`src/rtl/pc_sequencer_if.sv`:
```
`default_nettype none
// ============================================================================
// Module      : pc_sequencer_if
// Description : Core-side bus between the PC sequencer and the mips core:
//               next-PC / stop inputs, current PC, status and statistics.
// Revision    : 1.0 - initial release
// ============================================================================
interface pc_sequencer_if;
  logic        enable;
  logic [31:0] updated_pc;
  logic        halt_req;
  logic [31:0] prog_ctr;
  logic        commit;
  logic        halted;
  logic        fault;
  logic [31:0] instr_count;
  logic [31:0] cycle_count;

  // Core / harness side: supplies next PC and controls, observes status.
  modport master (
    output enable, updated_pc, halt_req,
    input  prog_ctr, commit, halted, fault, instr_count, cycle_count
  );

  // Sequencer side.
  modport slave (
    input  enable, updated_pc, halt_req,
    output prog_ctr, commit, halted, fault, instr_count, cycle_count
  );
endinterface
`default_nettype wire

```
`src/rtl/pc_sequencer.sv`:
```
`default_nettype none
// ============================================================================
// Module      : pc_sequencer
// Description : Program-counter driver for the mips core. Holds prog_ctr for
//               HOLD_CYCLES enabled clocks, then commits updated_pc. Detects
//               halt request, self-loop halt idiom and misaligned targets, and
//               counts committed instructions and enabled waiting clocks.
// Revision    : 1.0 - initial release
// ============================================================================
module pc_sequencer #(
  parameter logic [31:0] RESET_PC    = 32'h0000_0000,
  parameter int          HOLD_CYCLES = 3            // legal range 1..256
) (
  input  wire           clock,
  input  wire           reset,
  pc_sequencer_if.slave bus
);

  // Reload value of the hold counter; HOLD_CYCLES=256 maps to 8'hFF.
  localparam logic [7:0] c_HOLD_INIT = 8'(HOLD_CYCLES - 1);

  typedef enum logic [1:0] {
    S_WAIT   = 2'd0,
    S_HALTED = 2'd1,
    S_FAULT  = 2'd2
  } state_t;

  state_t      state_q,  state_d;
  logic [7:0]  hold_q,   hold_d;
  logic [31:0] pc_q,     pc_d;
  logic        commit_q, commit_d;
  logic        halted_q, halted_d;
  logic        fault_q,  fault_d;
  logic [31:0] instr_q,  instr_d;
  logic [31:0] cycle_q,  cycle_d;

  // State and output registers; reset takes effect immediately, mid-count too.
  always_ff @(posedge clock or posedge reset) begin
    if (reset) begin
      state_q  <= S_WAIT;
      hold_q   <= c_HOLD_INIT;
      pc_q     <= RESET_PC;
      commit_q <= 1'b0;
      halted_q <= 1'b0;
      fault_q  <= 1'b0;
      instr_q  <= 32'd0;
      cycle_q  <= 32'd0;
    end else begin
      state_q  <= state_d;
      hold_q   <= hold_d;
      pc_q     <= pc_d;
      commit_q <= commit_d;
      halted_q <= halted_d;
      fault_q  <= fault_d;
      instr_q  <= instr_d;
      cycle_q  <= cycle_d;
    end
  end

  // Next-state logic: count down the hold, then evaluate stop conditions in
  // priority order (halt request, misalignment, self-loop) before loading.
  always_comb begin
    state_d  = state_q;
    hold_d   = hold_q;
    pc_d     = pc_q;
    commit_d = 1'b0;
    halted_d = halted_q;
    fault_d  = fault_q;
    instr_d  = instr_q;
    cycle_d  = cycle_q;

    unique case (state_q)
      S_WAIT: begin
        if (bus.enable) begin
          cycle_d = cycle_q + 32'd1;
          if (hold_q != 8'd0) begin
            hold_d = hold_q - 8'd1;
          end else if (bus.halt_req) begin
            state_d  = S_HALTED;
            halted_d = 1'b1;
          end else if (bus.updated_pc[1:0] != 2'b00) begin
            state_d = S_FAULT;
            fault_d = 1'b1;
          end else if (bus.updated_pc == pc_q) begin
            // Branch-to-self is the program's halt idiom.
            state_d  = S_HALTED;
            halted_d = 1'b1;
          end else begin
            pc_d     = bus.updated_pc;
            instr_d  = instr_q + 32'd1;
            commit_d = 1'b1;
            hold_d   = c_HOLD_INIT;
          end
        end
      end
      S_HALTED, S_FAULT: begin
        // Terminal until reset: everything holds.
      end
      default: begin
        state_d = S_FAULT;
        fault_d = 1'b1;
      end
    endcase
  end

  assign bus.prog_ctr    = pc_q;
  assign bus.commit      = commit_q;
  assign bus.halted      = halted_q;
  assign bus.fault       = fault_q;
  assign bus.instr_count = instr_q;
  assign bus.cycle_count = cycle_q;

endmodule
`default_nettype wire

```
`src/flat_wrapper.sv`:
```
// flat-port wrapper written by rule: the top's interface ports become plain ports
module pc_sequencer_flat 
#(
  parameter logic [31:0] RESET_PC    = 32'h0000_0000,
  parameter int          HOLD_CYCLES = 3                                 
)
  (clock, reset, bus_enable, bus_updated_pc, bus_halt_req, bus_prog_ctr, bus_commit, bus_halted, bus_fault, bus_instr_count, bus_cycle_count);
  pc_sequencer_if bus_i ();
  input  wire clock;
  input  wire reset;
  input wire logic [$bits(bus_i.enable)-1:0] bus_enable;
  input wire logic [$bits(bus_i.updated_pc)-1:0] bus_updated_pc;
  input wire logic [$bits(bus_i.halt_req)-1:0] bus_halt_req;
  output wire logic [$bits(bus_i.prog_ctr)-1:0] bus_prog_ctr;
  output wire logic [$bits(bus_i.commit)-1:0] bus_commit;
  output wire logic [$bits(bus_i.halted)-1:0] bus_halted;
  output wire logic [$bits(bus_i.fault)-1:0] bus_fault;
  output wire logic [$bits(bus_i.instr_count)-1:0] bus_instr_count;
  output wire logic [$bits(bus_i.cycle_count)-1:0] bus_cycle_count;
  assign bus_i.enable = bus_enable;
  assign bus_i.updated_pc = bus_updated_pc;
  assign bus_i.halt_req = bus_halt_req;
  assign bus_prog_ctr = bus_i.prog_ctr;
  assign bus_commit = bus_i.commit;
  assign bus_halted = bus_i.halted;
  assign bus_fault = bus_i.fault;
  assign bus_instr_count = bus_i.instr_count;
  assign bus_cycle_count = bus_i.cycle_count;
  pc_sequencer #(.RESET_PC(RESET_PC), .HOLD_CYCLES(HOLD_CYCLES)) u_core (.clock(clock), .reset(reset), .bus(bus_i));
endmodule
```
`config.mk`:
```
export PLATFORM = sky130hd
export DESIGN_NAME = pc_sequencer_flat
export DESIGN_NICKNAME = d
export VERILOG_FILES = /design/src/rtl/pc_sequencer_if.sv /design/src/rtl/pc_sequencer.sv /design/src/flat_wrapper.sv
export SDC_FILE = /design/constraint.sdc
export NUM_CORES = 1
export LEC_CHECK = 0
export BUFFER_PORTS_ARGS = -buffer_cell sky130_fd_sc_hd__clkbuf_2
export CAP_MARGIN = 0
export CORE_MARGIN = 2
export CORE_UTILIZATION = 30
export CTS_BUF_LIST = sky130_fd_sc_hd__clkbuf_2 sky130_fd_sc_hd__clkbuf_4 sky130_fd_sc_hd__clkbuf_8
export DETAILED_ROUTE_END_ITERATION = 8
export GPL_TIMING_DRIVEN = 0
export HOLD_SLACK_MARGIN = 0.12
export PLACE_DENSITY = 0.54
export SLEW_MARGIN = 20
export SYNTH_ARGS = -nofsm -noshare
export SYNTH_HDL_FRONTEND = slang
export SYNTH_SLANG_ARGS = --single-unit
```
`constraint.sdc`:
```
create_clock -name clock -period 5.6 [get_ports clock]
set_input_delay 0 -clock clock [delete_from_list [all_inputs] [get_ports clock]]
set_output_delay 0 -clock clock [all_outputs]
set_load 0.02 [all_outputs]
```
# Word level (Yosys, flattened, before mapping)
# Index checks and enable logic that the tools add are counted.
# op_classes
muxes	24
n_eq_ne	12
reduce_logical	11
shifts	0
n_lt_le_gt_ge	0
n_div	0
n_addsub	3
bitwise	5
n_mul	0
# op_table
operator	n
$add A32 B1 Y32 const B	2
$eq A32 B32 Y1	1
$mux W8	4
$reduce_and A5 Y1	3
$mux W1	13
$mux W2	5
$ne A2 B1 Y1 const B	4
$ne A2 B2 Y1 const B	4
$reduce_bool A8 Y1	1
$sub A8 B1 Y8 const B	1
$reduce_and A6 Y1	1
$not A1 Y1	5
$ne A4 B2 Y1 const B	1
$pmux W2 S2	1
$reduce_and A4 Y1	1
$reduce_bool A2 Y1	2
$eq A2 B1 Y1 const B	1
$eq A2 B2 Y1 const B	1
$logic_not A2 Y1	1
$pmux W1 S2	1
$reduce_and A2 Y1	1
$reduce_or A2 Y1	1
# word_totals
latchBits	0
elab_cells	63
n_memories	0
input_bits	36
ram_bits	0
out_inout_bits	99
ff_bits	109
rom_bits	0

# Depth between registers and ports, before layout
# Gate-level depths: netlist of the first run.
# logic_depth
word_depth	7
ltp_mapped	10
depth_no_buf	8

# Least setup slack after synthesis of the first run
# OpenSTA, ideal clock, no wires.
# synth_path
kind	reg2reg
startpoint	register u_core.hold_q[3]
endpoint	register u_core.instr_q[30], in the netlist u_core.bus.instr_count[30]
synth_period_minus_slack_ps	2529
t_required_ps	5471
setup_ps	129
slack_ps	3071
path_buffers	0
path_stages_with_launch	7
arrival_time_ps	2400
cell_sequence	dfrtp_1 -> or3_4 -> nor4_4 -> nand4b_4 -> or4_1 -> or3_1 -> xnor2_1
# synth_via
elab_chain_cells	3
# synth_lines
item	line	text
start: declaration	pc_sequencer.sv:29	logic [7:0] hold_q, hold_d;
start signal: assignment	pc_sequencer.sv:41	hold_q <= c_HOLD_INIT;
start signal: assignment	pc_sequencer.sv:50	hold_q <= hold_d;
$reduce_bool A8 Y1	pc_sequencer.sv:76	if (hold_q != 8'd0) begin
$not A1 Y1 (no source line)	--	
$reduce_and A6 Y1 (no source line)	--	
end signal: assignment	pc_sequencer.sv:55	instr_q <= instr_d;
end: declaration	pc_sequencer.sv:34	logic [31:0] instr_q, instr_d;
# No other way between the ends.
# A chain may end at the register's enable or synchronous reset.

# Worst setup path after layout of the first run
# layout_path
startpoint	register u_core.hold_q[0]
endpoint	register u_core.pc_q[22], in the netlist u_core.bus.prog_ctr[22]
# layout_via
elab_chain_cells	3
# layout_lines
item	line	text
$reduce_bool A8 Y1	pc_sequencer.sv:76	
$not A1 Y1 (no source line)	--	
$reduce_and A6 Y1 (no source line)	--	
end signal: assignment	pc_sequencer.sv:51	pc_q <= pc_d;
end: declaration	pc_sequencer.sv:30	logic [31:0] pc_q, pc_d;
# No other way between the ends.

==> summary.txt, run 1 <==
status: completed
die area: 0.0181 mm²
Setup Total Neg Slack: 0 ps
H-tree depth: 3
Worst setup EP type: flop
fmax: 336 MHz
Placed Instances: 783
CTS tree: done
met3 routed WL: 883 µm
crit path DAT: 3250 ps
Area Growth Syn to Fin: 30.8%
RePlAce Congestion: 0.740
Worst EP required: 5880 ps
M1 WL: 5540 µm
gate count after technology mapping: 428
Worst Setup Path Type: flop to flop
Tcrit/Tclk final: 53.1%
Final Hold Fails: 0
row cnt: 47
worst r2r path cells: 8
largest net degree at the start of global routing: 74
grt total ovfl: 0
synth warn: 0
CTS root buf: clkbuf_8
post-CTS sizing: 0
Hold Buf Count CTS: 34
vias: 3889
Reg clk slew, reported paths: 100 ps
DRT Pass-1 Iters: 4
FILL cells: 1614
Worst Setup SP: u_core.hold_q[0]
Ports: 135
Core Area: 0.0166 mm²
sequential element share of the synthesized area: 53.5%
worst vdd ir: 0.159 mV
RSZ-0062 raised after global routing: false
Max FO, Critical Path: 10
Post-DP HPWL: 8820 µm
max_slew headroom: 53.1%
wire length on met2: 5810 µm
number of diodes: 0
die width: 134 µm
fin cells: 833
port bufs: 134
initial DRC count: 71
clock latency on the worst-skew pair: 390 ps
Post-synth EDFFs: 0
Clock Sinks: 109
mapped cell area: 0.00510 mm²
crit path time final: 2980 ps
Synth Flop Type: dfrtp_1
WL/cell: 14.8 µm
final wirelength: 12300 µm
Post CTS Setup Buffer Count: 0
Via-to-Cell Ratio: 4.67
Total GRT Usage: 14.2%
Routed Antenna Nets: 0
vias in the first global route: 3924
Die Y: 134 µm
global-route wire length before repair: 20400 µm
# setup viols final: 0
Worst-Margin Slew: 703 ps
Max-Cap Viols: 0
initial antenna violation count: 0
layout cells sized above 1: 33.6%
min-delay worst type: primary input to asynchronous set/reset pin
top sig layer: met4
crit path launch type: flop
Total Power: 1450 µW
Syn Area/Cell: 11.9 µm²
Setup Skew: 14.5 ps
cts bufs inserted: 9
Clock Path Buffers: 2
Final #Nets: 649
leakage power: 0.00331 µW
ys async rst share: 100%
Slew Viols, Final: 0
Syn Nets: 469
initial core utilization: 30.8%
Pwr Density: 217 mW/mm²
FF-to-FF Start: u_core.hold_q[0]
post-synthesis cell type count: 45
Yosys reg bits: 109
DRC Markers: 0
synthesized netlist by cell type, types with 2 or more instances:
cell type | n | area [µm²]
nand4_1 | 23 | 144
or4_4 | 2 | 22.5
inv_1 | 9 | 33.8
mux2i_1 | 2 | 20.0
mux2_2 | 32 | 360
nor4_1 | 3 | 18.8
nor3_1 | 13 | 65.1
nor4_4 | 2 | 42.5
clkbuf_1 | 4 | 15.0
nand3b_1 | 2 | 15.0
o21ai_0 | 4 | 20.0
and2_2 | 3 | 22.5
nand3_1 | 21 | 105
buf_2 | 4 | 20.0
and4_1 | 7 | 61.3
nor2b_1 | 2 | 12.5
nand2_1 | 29 | 109
xnor2_1 | 71 | 622
dfrtp_1 | 108 | 2700
a21oi_1 | 6 | 30.0
nor2_1 | 13 | 48.8
xor2_1 | 24 | 210
nor4_2 | 4 | 50.1
and3_1 | 15 | 93.8
ha_1 | 5 | 62.6
cells in the final DEF, fill, tap and decap left out, types with 5 or more instances in the layout:
master	instances
clkbuf_2	134
dfrtp_1	108
xnor2_1	71
dlygate4sd3_1	34
mux2_2	32
nand2_1	29
xor2_1	24
nand4_1	23
nand3_1	21
and3_1	15
nor2_1	13
nor3_1	13
clkbuf_8	10
inv_1	8
and4_1	7
a21oi_1	6
ha_1	5
per-layer routing:
metal	vias to the layer above	global-route usage, %
met5	-	0
met4	0	2.75
met3	6	5.52
met2	128	23.3
met1	1900	18.0
li1	1855	-
stage by stage:
step	utilization [%]	hold slack (ps)	setup slack (ps)	cell area, µm²
CTS	40.3	133	2580	6680
detailed placement	36.7	14.3	2610	6080
global placement	36.5	262	1320	6050
finish	40.3	144	2620	6680
global route	40.3	157	2420	6680
floorplan	-	152	2730	5100
cells by family (layout without fill, tap and decap cells):
family                   after synthesis  in the layout  share of synthesized area, %
buffers and inverters                 18            203                          1.57
flip-flops                           109            109                          53.5
multiplexers                          34             34                          7.45
XOR/XNOR                              95             95                          16.3
AND/OR/NAND/NOR                      151            151                          18.2
adder cells (fa/ha/maj)                5              5                          1.23
AO/OA/AOI/OAI                         16             16                          1.81
registers in the layout, summed over array words and instances (netlist names):
| signal | flops |
|---|---|
| u_core.bus.cycle_count | 32 |
| u_core.bus.instr_count | 32 |
| u_core.bus.prog_ctr | 32 |
| u_core.hold_q | 8 |
| u_core.state_q | 2 |
| u_core.bus.commit | 1 |
| u_core.bus.fault | 1 |
| u_core.bus.halted | 1 |
area by class of cell:
class                      count  area, µm²  area share, %
timing repair buffer         169       1040           15.6
clock inverter                 5        108           1.61
buffer                         9       46.3          0.694
multi-input combinational    301       2290           34.4
inverter                       9       38.8          0.581
tap                          220        275           4.12
sequential                   109       2730           40.9
clock buffer                  11        145           2.17
path summary, 6_finish.rpt:
| check | end | slack [ps] |
|---|---|---|
| min in group clock | u_core.hold_q[1] | 170 |
| worst max-delay path | u_core.bus.prog_ctr[22] | 2620 |
| worst min register to register | u_core.bus.cycle_count[31] | 480 |
| worst min-delay path | u_core.bus.cycle_count[11] | 140 |
| max in group asynchronous | u_core.bus.prog_ctr[21] | 4760 |
| worst max register to register | u_core.bus.prog_ctr[22] | 2620 |
power breakdown:
group / internal [µW] / switching, µW
combinational: 35.2 / 33.9
clock: 316 / 279
sequential: 787 / 0
worst max-delay path, stage by stage, from the launching register on:
cell and delay, ps:
dfrtp_1 420, inv_1 90, ha_1 180, or2b_1 290, nor4_4 380, nand4b_4 250
a21oi_1 270, clkbuf_1 570, mux2_2 410
(Power assumes the default switching activity.)
==> run 2: changes to the inputs <==
Settings changed: PLACE_DENSITY 0.54 to 0.56.
Clock period 5.6 ns to 2.66 ns, I/O delays scaled along.
==> summary.txt, run 2 (synthesis gave the netlist of run 1 again) <==
WL/cell: 14.4 µm
vias in the first global route: 3933
Reg2Reg Capture Point: u_core.bus.instr_count[24]
Final Util: 40.5%
H-tree depth: 3
initial antenna violation count: 0
Worst-Margin Slew: 790 ps
fmax: 395 MHz
Clock Sinks: 109
Total Power: 2740 µW
Pwr Density: 408 mW/mm²
NetSw: 653 µW
max_slew headroom: 47.4%
CTS root buf: clkbuf_8
crit path launch type: flop
status: completed
initial DRC count: 89
row cnt: 47
placed inst area: 0.00611 mm²
commonest cells after routing, fill and taps aside: clkbuf_2, dfrtp_1, xnor2_1
crit path time final: 2530 ps
vias: 3890
worst vdd ir: 0.213 mV
DRT Pass-1 Iters: 6
Max FO, Critical Path: 5
CP most frequent cell: nor4_4
Ports: 135
Place WS: -270 ps
die width: 134 µm
CP cell instances: or3_4 -> nor4_4 -> nand4b_4 -> or4_4 -> nor4_4 -> xor2_1
Setup Total Neg Slack: 0 ps
flop-to-flop setup slack: 130 ps
Final Hold Fails: 0
Logic pwr share: 5.5%
top sig layer: met4
M1 WL: 5400 µm
# setup viols final: 0
Worst EP required: 2960 ps
port bufs: 134
Post-DP HPWL: 8920 µm
commonest non-fill, non-tap cell in the layout: clkbuf_2
Sw Share: 23.8%
Slew Viols, Final: 0
Worst Setup Path Type: flop to flop
die area: 0.0181 mm²
wire length on met2: 5650 µm
CP max stage cell: or4_4
leakage power: 0.00333 µW
worst r2r path cells: 6
clock latency on the worst-skew pair: 380 ps
Worst setup EP type: flop
DRC Markers: 0
Clock Path Buffers: 2
final wirelength: 12100 µm
Via-to-Cell Ratio: 4.64
Final #Nets: 655
share of power burned in the clock network: 34.0%
min-delay worst type: primary input to asynchronous set/reset pin
largest net degree at the start of global routing: 33
cell area after layout: 0.00671 mm²
FILL cells: 1602
met3 routed WL: 842 µm
Max-Cap Viols: 0
Routed Antenna Nets: 0
max incr delay on CP: 620 ps
initial core utilization: 30.8%
Tcrit/Tclk final: 95.3%
cts bufs inserted: 9
grt total ovfl: 0
Flop pwr share: 60.5%
Total GRT Usage: 14.1%
fin worst setup slack: 126 ps
Area Growth Syn to Fin: 31.5%
FF-to-FF Start: u_core.hold_q[3]
CTS tree: done
Die Y: 134 µm
Int Power: 2090 µW
Setup Skew: 10.9 ps
Core Area: 0.0166 mm²
number of diodes: 0
global-route wire length before repair: 20200 µm
layout cells sized above 1: 35.4%
Reg clk slew, reported paths: 100 ps
RePlAce Congestion: 0.776
crit path DAT: 2830 ps
## run 2: cell types whose count changed in the layout (fill, tap and decap cells not counted), moves of 3 or more
| cell | change |
|---|---|
| clkinv_2 | +3 |
| clkinvlp_4 | +3 |
| bufinv_16 | -3 |
| clkbuf_1 | -3 |
| buf_12 | +3 |
| buf_4 | +4 |
| clkbuf_2 | +3 |
## run 2: worst max path at each step
stage / end / slack, ps / startpoint / cells after the start
2_1_floorplan: u_core.bus.instr_count[30] / 130 / u_core.hold_q[3] / 6
3_3_place_gp: u_core.bus.prog_ctr[24] / -230 / u_core.hold_q[0] / 8
3_5_place_dp: u_core.bus.prog_ctr[22] / -270 / u_core.hold_q[0] / 8
4_1_cts: u_core.bus.instr_count[23] / 40 / u_core.hold_q[1] / 8
5_1_grt: u_core.bus.instr_count[19] / -2 / u_core.hold_q[0] / 9
6_report: u_core.bus.instr_count[24] / 130 / u_core.hold_q[3] / 6
## run 2: power by group through the flow
| stage | registers [µW] | logic, µW | clock network, µW |
|---|---|---|---|
| floorplan | 1690 | 51.2 | 0 |
| global placement | 1690 | 99.9 | 0 |
| detailed placement | 1690 | 113 | 0 |
| CTS | 1660 | 154 | 977 |
| global route | 1660 | 169 | 1040 |
| finish | 1660 | 151 | 931 |
## run 2: stage by stage
| stage | instances | hold slack, ps |
|---|---|---|
| finish | 839 | 158 |
| global route | 839 | 191 |
| CTS | 839 | 146 |
| detailed placement | 785 | 20.8 |
| global placement | 782 | 262 |
| floorplan | 428 | 152 |
## run 2: area by class of cell
type,instances,area [µm²],share of cell area [%]
Clock buffer,10,131,1.96
Tap cell,220,275,4.10
Sequential cell,109,2730,40.7
Inverter,9,37.5,0.559
Clock inverter,6,38.8,0.578
Timing Repair Buffer,175,1100,16.4
Buffer,9,55.1,0.820
Multi-Input combinational cell,301,2340,34.9
## run 2: routing by layer
| metal | vias to the layer above | global-route usage, % |
|---|---|---|
| li1 | 1868 | - |
| met1 | 1888 | 17.8 |
| met2 | 119 | 23.2 |
| met3 | 15 | 4.04 |
| met4 | 0 | 4.56 |
| met5 | - | 0 |
## run 2: worst max-delay path, delay by kind of cell, from the launching register on
| kind | cells | cell delay [ps] |
|---|---|---|
| flip-flops | 1 | 430 |
| AND/OR/NAND/NOR | 5 | 1840 |
| XOR/XNOR | 1 | 180 |
## run 2: what timing repair did
action / in CTS / in global routing
resized for setup: 4 / 11
endpoints found under the hold margin: 84 / 0
pin swaps: 3 / 2
hold buffers: 35 / 0
endpoints found under the setup margin: 47 / 56
buffers inserted: 3 / 0
